==> config.mk <==
export PLATFORM = sky130hd
export DESIGN_NAME = spmv_result_writer_flat
export DESIGN_NICKNAME = d
export VERILOG_FILES = /design/src/rtl/spmv_result_writer_if.sv /design/src/rtl/spmv_result_writer.sv /design/src/flat_wrapper.sv
export SDC_FILE = /design/constraint.sdc
export NUM_CORES = 1
export LEC_CHECK = 0
export BUFFER_PORTS_ARGS = -buffer_cell sky130_fd_sc_hd__buf_2
export CAP_MARGIN = 20
export CORE_UTILIZATION = 25
export CTS_CLUSTER_DIAMETER = 60
export DETAILED_ROUTE_END_ITERATION = 7
export GPL_TIMING_DRIVEN = 1
export HOLD_SLACK_MARGIN = 0.1
export PLACE_DENSITY = 0.53
export SLEW_MARGIN = 5
export SYNTH_ARGS = -nofsm -noshare
export SYNTH_HDL_FRONTEND = slang
export SYNTH_SLANG_ARGS = --single-unit
==> constraint.sdc <==
create_clock -name i_clk -period 2 [get_ports i_clk]
set_clock_uncertainty 0.15 [all_clocks]
set_input_delay 0.1 -clock i_clk [delete_from_list [all_inputs] [get_ports i_clk]]
set_output_delay 0.1 -clock i_clk [all_outputs]
set_load 0.03 [all_outputs]
==> src/rtl/spmv_result_writer_if.sv <==
`default_nettype none
// ============================================================================
//  Module      : spmv_result_writer_if
//  Description : Valid/ready write-beat bus from the SpMV result writer to
//                result memory (address + one fp16 data word per beat).
//  Revision    : 1.0 - initial release
// ============================================================================
interface spmv_result_writer_if #(
   parameter int DATA_W = 16,
   parameter int ADDR_W = 8
);
   logic              wr_valid;
   logic              wr_ready;
   logic [ADDR_W-1:0] wr_addr;
   logic [DATA_W-1:0] wr_data;

   modport master (
      output wr_valid,
      output wr_addr,
      output wr_data,
      input  wr_ready
   );

   modport slave (
      input  wr_valid,
      input  wr_addr,
      input  wr_data,
      output wr_ready
   );
endinterface
`default_nettype wire

==> src/rtl/spmv_result_writer.sv <==
`default_nettype none
// ============================================================================
//  Module      : spmv_result_writer
//  Description : Detects SpMV core completion (WRITE -> IDLE), snapshots the
//                core result bus and streams the rows to result memory one
//                word per valid/ready beat, so the core can restart at once.
//  Revision    : 1.0 - initial release
// ============================================================================
module spmv_result_writer #(
   parameter int NUM_ROWS = 16,
   parameter int DATA_W   = 16,
   parameter int ADDR_W   = 8
) (
   input  wire logic                       i_clk,
   input  wire logic                       i_rstn,
   input  wire logic [2:0]                 i_core_state,
   input  wire logic [NUM_ROWS*DATA_W-1:0] i_register,
   input  wire logic [ADDR_W-1:0]          i_base_addr,
   input  wire logic                       i_clr_ovf,
   spmv_result_writer_if.master            wr,
   output logic                            o_busy,
   output logic                            o_done,
   output logic                            o_overflow
);

   localparam int          c_IDX_W      = (NUM_ROWS > 1) ? $clog2(NUM_ROWS) : 1;
   localparam logic [2:0]  c_CORE_IDLE  = 3'b000;
   localparam logic [2:0]  c_CORE_WRITE = 3'b100;
   localparam logic [c_IDX_W-1:0] c_LAST_IDX = c_IDX_W'(NUM_ROWS - 1);

   typedef enum logic [1:0] {
      S_IDLE = 2'd0,
      S_SEND = 2'd1,
      S_DONE = 2'd2
   } state_t;

   state_t                       r_state;
   state_t                       w_state_nxt;
   logic [2:0]                   r_prev_state;
   logic [NUM_ROWS*DATA_W-1:0]   r_snap;
   logic [ADDR_W-1:0]            r_base;
   logic [c_IDX_W-1:0]           r_idx;
   logic                         r_overflow;
   logic                         w_fin;
   logic                         w_accept;

   // Completion is the core leaving WRITE straight into IDLE.
   assign w_fin = (r_prev_state == c_CORE_WRITE) && (i_core_state == c_CORE_IDLE);

   // State register.
   always_ff @(posedge i_clk or negedge i_rstn) begin
      if (!i_rstn) begin
         r_state <= S_IDLE;
      end else begin
         r_state <= w_state_nxt;
      end
   end

   // Next-state and output decode; addr/data are forced to 0 outside SEND.
   always_comb begin
      w_state_nxt = r_state;
      wr.wr_valid = 1'b0;
      wr.wr_addr  = '0;
      wr.wr_data  = '0;
      o_done      = 1'b0;
      o_busy      = 1'b0;
      w_accept    = 1'b0;
      case (r_state)
         S_IDLE: begin
            if (w_fin) begin
               w_state_nxt = S_SEND;
            end
         end
         S_SEND: begin
            o_busy      = 1'b1;
            wr.wr_valid = 1'b1;
            wr.wr_addr  = r_base + ADDR_W'(r_idx);
            wr.wr_data  = r_snap[r_idx*DATA_W +: DATA_W];
            w_accept    = wr.wr_ready;
            if (wr.wr_ready && (r_idx == c_LAST_IDX)) begin
               w_state_nxt = S_DONE;
            end
         end
         S_DONE: begin
            o_busy      = 1'b1;
            o_done      = 1'b1;
            w_state_nxt = S_IDLE;
         end
         default: begin
            w_state_nxt = S_IDLE;
         end
      endcase
   end

   // Core state history used for edge detection of completion.
   always_ff @(posedge i_clk or negedge i_rstn) begin
      if (!i_rstn) begin
         r_prev_state <= 3'b000;
      end else begin
         r_prev_state <= i_core_state;
      end
   end

   // Snapshot capture on an idle completion; row index advances per accepted beat.
   always_ff @(posedge i_clk or negedge i_rstn) begin
      if (!i_rstn) begin
         r_snap <= '0;
         r_base <= '0;
         r_idx  <= '0;
      end else if ((r_state == S_IDLE) && w_fin) begin
         r_snap <= i_register;
         r_base <= i_base_addr;
         r_idx  <= '0;
      end else if (w_accept && (r_idx != c_LAST_IDX)) begin
         r_idx  <= r_idx + c_IDX_W'(1);
      end
   end

   // Sticky overflow: a completion while busy is dropped and flagged; set beats clear.
   always_ff @(posedge i_clk or negedge i_rstn) begin
      if (!i_rstn) begin
         r_overflow <= 1'b0;
      end else if (w_fin && (r_state != S_IDLE)) begin
         r_overflow <= 1'b1;
      end else if (i_clr_ovf) begin
         r_overflow <= 1'b0;
      end
   end

   assign o_overflow = r_overflow;

endmodule
`default_nettype wire

==> src/flat_wrapper.sv <==
// flat-port wrapper written by rule: the top's interface ports become plain ports
module spmv_result_writer_flat 
#(
   parameter int NUM_ROWS = 16,
   parameter int DATA_W   = 16,
   parameter int ADDR_W   = 8
)
  (i_clk, i_rstn, i_core_state, i_register, i_base_addr, i_clr_ovf, o_busy, o_done, o_overflow, wr_wr_valid, wr_wr_addr, wr_wr_data, wr_wr_ready);
  spmv_result_writer_if #(.DATA_W(DATA_W), .ADDR_W(ADDR_W)) wr_i ();
  input  wire logic i_clk;
  input  wire logic i_rstn;
  input  wire logic [2:0] i_core_state;
  input  wire logic [NUM_ROWS*DATA_W-1:0] i_register;
  input  wire logic [ADDR_W-1:0] i_base_addr;
  input  wire logic i_clr_ovf;
  output logic o_busy;
  output logic o_done;
  output logic o_overflow;
  output wire logic [$bits(wr_i.wr_valid)-1:0] wr_wr_valid;
  output wire logic [$bits(wr_i.wr_addr)-1:0] wr_wr_addr;
  output wire logic [$bits(wr_i.wr_data)-1:0] wr_wr_data;
  input wire logic [$bits(wr_i.wr_ready)-1:0] wr_wr_ready;
  assign wr_wr_valid = wr_i.wr_valid;
  assign wr_wr_addr = wr_i.wr_addr;
  assign wr_wr_data = wr_i.wr_data;
  assign wr_i.wr_ready = wr_wr_ready;
  spmv_result_writer #(.NUM_ROWS(NUM_ROWS), .DATA_W(DATA_W), .ADDR_W(ADDR_W)) u_core (.i_clk(i_clk), .i_rstn(i_rstn), .i_core_state(i_core_state), .i_register(i_register), .i_base_addr(i_base_addr), .i_clr_ovf(i_clr_ovf), .wr(wr_i), .o_busy(o_busy), .o_done(o_done), .o_overflow(o_overflow));
endmodule
==> flow_summary.toml <==
[logic_synthesis]
synthesis.instances = 841
synth.cells.most_frequent = "274 x sky130_fd_sc_hd__dfrtp_1, 202 x sky130_fd_sc_hd__mux2_1, 67 x sky130_fd_sc_hd__mux2i_1"
yosys-top-cells-area = "sky130_fd_sc_hd__dfrtp_1 54%, sky130_fd_sc_hd__mux2_1 18%, sky130_fd_sc_hd__mux2_2 5.7%, sky130_fd_sc_hd__mux4_2 5.7%, sky130_fd_sc_hd__mux2i_1 5.3%"
postSynthAreaPerCell_um2 = 15.1
synthesis.nets = 1123
synth_sequential_area_ratio_pct = 54.0
number_of_storage_elements_in_the_synthesis_netlist = 274
async_reset_ff_share_pct = 100
netlist-cell-type-count = 39
yosys_most_used_dff = "sky130_fd_sc_hd__dfrtp_1"
yosys_warnings = 0
count_of_flip_flops_with_a_built_in_enable_after_synthesis = 0
yosysTopAreaCellShare_pct = 54.0
synthMostInstantiatedCell = "sky130_fd_sc_hd__dfrtp_1"
summed_instance_area_of_the_synthesized_netlist_mm2 = 0.0127
synth_top_cell_by_area = "sky130_fd_sc_hd__dfrtp_1"

[setup_path]
rr_endpoint = "u_core.r_snap[14]$_DFFE_PN0P_"
r2r_setup_slk_ns = -0.19
critical-path-max-stage-delay_ns = 0.55
startpoint = "u_core.r_idx[0]$_DFFE_PN0P_"
crit_path_top_delay_cell = "sky130_fd_sc_hd__dfrtp_4"
start_kind = "flop"
worst_setup_path_end_kind = "output pin"
worstPathArrival_ns = 2.46
timing.critical_path.required_ns = 1.75
critical_path.cell_chain = "buf_12 -> buf_4 -> mux4_2 -> a22oi_2 -> o21ai_4 -> buf_6"
crit_path_max_fanout = 8
worst_r2r_path_depth = 9
worst_path_dominant_cell_family = "flip-flops"
timing.rr.start = "u_core.r_prev_state[1]$_DFF_PN0_"
path_class = "flop to output pin"
critical_path_buf_inv_count = 3

[outcome]
violated_checks = "negative setup slack"
outcome = "finished, violations left"

[sta]
finalHoldViolations = 0
timing_worst_slew_pin_value_ns = 0.483
timing.final.ws_setup_ns = -0.710
setup_violations = 279
layout_min_cycle_time_ns = 2.71
setup_total_negative_slack_ns = -31.53
min_period_over_period_pct = 135
maxSlewHeadroom_pct = 67.8
drv_slew = 0
timing.fmax_ghz = 0.369
unrepaired_setup_endpoints_after_global_routing = "yes"
hold_slack_ns = 0.160

[clock_tree]
clock_path_buffers = 3
htree_num_levels = 2
root_cell_of_the_clock_tree = "sky130_fd_sc_hd__clkbuf_16"
clk-insertion-delay-late_ns = 0.53
cts_tree = "yes"
cts.reportedPaths.clkPinSlew_ns = 0.06
cts.sinks = 274
clock_buffers_created_by_tritoncts = 36

[final_layout]
layout.core_utilization_pct = 45.7
drive_gt1_share_pct = 58.6
areaGrowthSynthToFinish_pct = 80.7
nFillCells = 4345
layout.nets = 1870

[drt]
drt_pre_antenna_iters = 5
wirelength_um = 50100
route.antenna.remaining_nets = 0
wl_per_cell_um = 21.9
dr.first_iter.drc_count = 391
post_drt_via_cell_ratio = 4.49
route.vias.total = 10300
drt_drc_violations_left = 0

[floorplan]
core_mm2 = 0.0502
chipHeight_um = 227
placement_rows = 82
design.die.area_mm2 = 0.0517
top_level_ports = 299
initial_core_util_pct = 25.3
die-width_um = 227

[worst_hold_path]
min_delay_path_depth = 3
worst_hold_path_type = "input pin to flop"
min_delay_worst_endpoint = "u_core.r_snap[126]$_DFFE_PN0P_"
hold_path_startpoint = "i_register[126]"

[grt]
gr-total-overflow = 0
grt_pass1_wl_um = 71500
grt_pass1_vias = 11600
number_of_antenna_violations_at_the_first_check_in_global_routing = 7
grt.total_usage_pct = 18.9
grt_start_max_net_pins = 59

[power]
peakVddDrop_uv = 606
power.density_mw_per_mm2 = 1170
power.static_leakage_nw = 10.6

[place]
place_hpwl_um = 31300
place.port_buffers = 298
gp_weighted_congestion = 0.785

[job]
timing.max_cap.violations = 0
[placed cells by master, fill, tap and decap left out, types with 4 or more instances in the layout]
cell / instances
sky130_fd_sc_hd__mux2i_2: 9
sky130_fd_sc_hd__ha_4: 5
sky130_fd_sc_hd__a22oi_1: 5
sky130_fd_sc_hd__ha_1: 5
sky130_fd_sc_hd__dlygate4sd3_1: 274
sky130_fd_sc_hd__nand2_2: 8
sky130_fd_sc_hd__buf_8: 23
sky130_fd_sc_hd__a221oi_2: 9
sky130_fd_sc_hd__o21ai_2: 19
sky130_fd_sc_hd__inv_6: 4
sky130_fd_sc_hd__mux2i_4: 8
sky130_fd_sc_hd__clkbuf_16: 40
sky130_fd_sc_hd__o21ai_4: 4
sky130_fd_sc_hd__mux2i_1: 50
sky130_fd_sc_hd__nor2_1: 7
sky130_fd_sc_hd__buf_2: 273
sky130_fd_sc_hd__buf_6: 50
sky130_fd_sc_hd__mux4_2: 32
sky130_fd_sc_hd__a221oi_1: 7
sky130_fd_sc_hd__buf_4: 75
sky130_fd_sc_hd__clkbuf_1: 11
sky130_fd_sc_hd__buf_12: 47
sky130_fd_sc_hd__buf_16: 20
sky130_fd_sc_hd__dfrtp_1: 272
sky130_fd_sc_hd__a22oi_2: 19
sky130_fd_sc_hd__mux2_4: 264
sky130_fd_sc_hd__nand2_1: 9
[final cells by class]
| type | instances | area, um2 | area share (%) |
|---|---|---|---|
| Timing Repair Buffer | 765 | 7150 | 31.1 |
| Multi-Input combinational cell | 506 | 6920 | 30.2 |
| Sequential cell | 274 | 6860 | 29.9 |
| Clock buffer | 51 | 1010 | 4.39 |
| Tap cell | 672 | 841 | 3.66 |
| Clock inverter | 12 | 143 | 0.622 |
| Inverter | 5 | 21.3 | 0.0927 |
| Antenna cell | 3 | 7.51 | 0.0327 |
[worst reg2reg max path, delay by kind of cell (launching register included)]
family        cells  cell delay (ns)
simple gates      3             0.57
buf+inv           5             0.72
flops             1             0.35
mux               1             0.30
[power by group]
group,switching [mW],internal (mW)
Sequential,1.11,7.16
Clock,2.54,3.81
Combinational,5.24,6.92
Total,8.89,17.9
[cells by family (layout without fill, tap and decap cells)]
group	Yosys count	count (layout)	share of synthesized area [%]
compound gates	76	76	4.11
xor+xnor	5	5	0.345
fa+ha+maj	11	11	1.14
buf+inv	61	833	3.96
flops	274	274	54.0
mux	365	365	34.5
other cells	0	3	0
simple gates	49	49	1.91
[registers in the layout, indices dropped and copies added (netlist names)]
signal	cells
u_core.r_base	8
u_core.r_snap	256
u_core.o_overflow	1
u_core.r_prev_state	3
u_core.r_state	2
u_core.r_idx	4
[stage by stage]
stage	instances	cell area (um2)	setup slack, ns	total power, mW
after global placement	1875	15800	-0.608	16.3
after floorplan	841	12800	-0.0781	12.5
after detailed placement	1875	15800	-0.606	16.4
after CTS	2287	22600	-0.764	25.8
after global routing	2288	22900	-0.786	28.0
final	2288	22900	-0.710	26.8
[routing by layer]
layer	vias up	track usage, %	part of all wire, %
met5	-	0	0.098
met3	120	3.48	4.3
met4	8	9.72	4.4
met2	304	32.1	50
met1	5206	22.7	41
li1	4636	-	-
[worst max path at each step]
stage                    end  cells after the start
4_1_cts        wr_wr_data[4]                      9
6_report       wr_wr_data[9]                      6
2_1_floorplan  wr_wr_addr[6]                      6
5_1_grt        wr_wr_addr[4]                      7
3_3_place_gp   wr_wr_data[2]                      8
3_5_place_dp   wr_wr_data[6]                      8
[what timing repair did]
action / CTS / global route
endpoints found under the hold margin: 548 / 0
resized for setup: 407 / 183
buffers inserted: 48 / 24
endpoints found under the setup margin: 280 / 292
gates cloned: 30 / 3
pin swaps: 46 / 33
hold buffers: 274 / 0
Note: power is estimated with default switching activity, not from simulation.
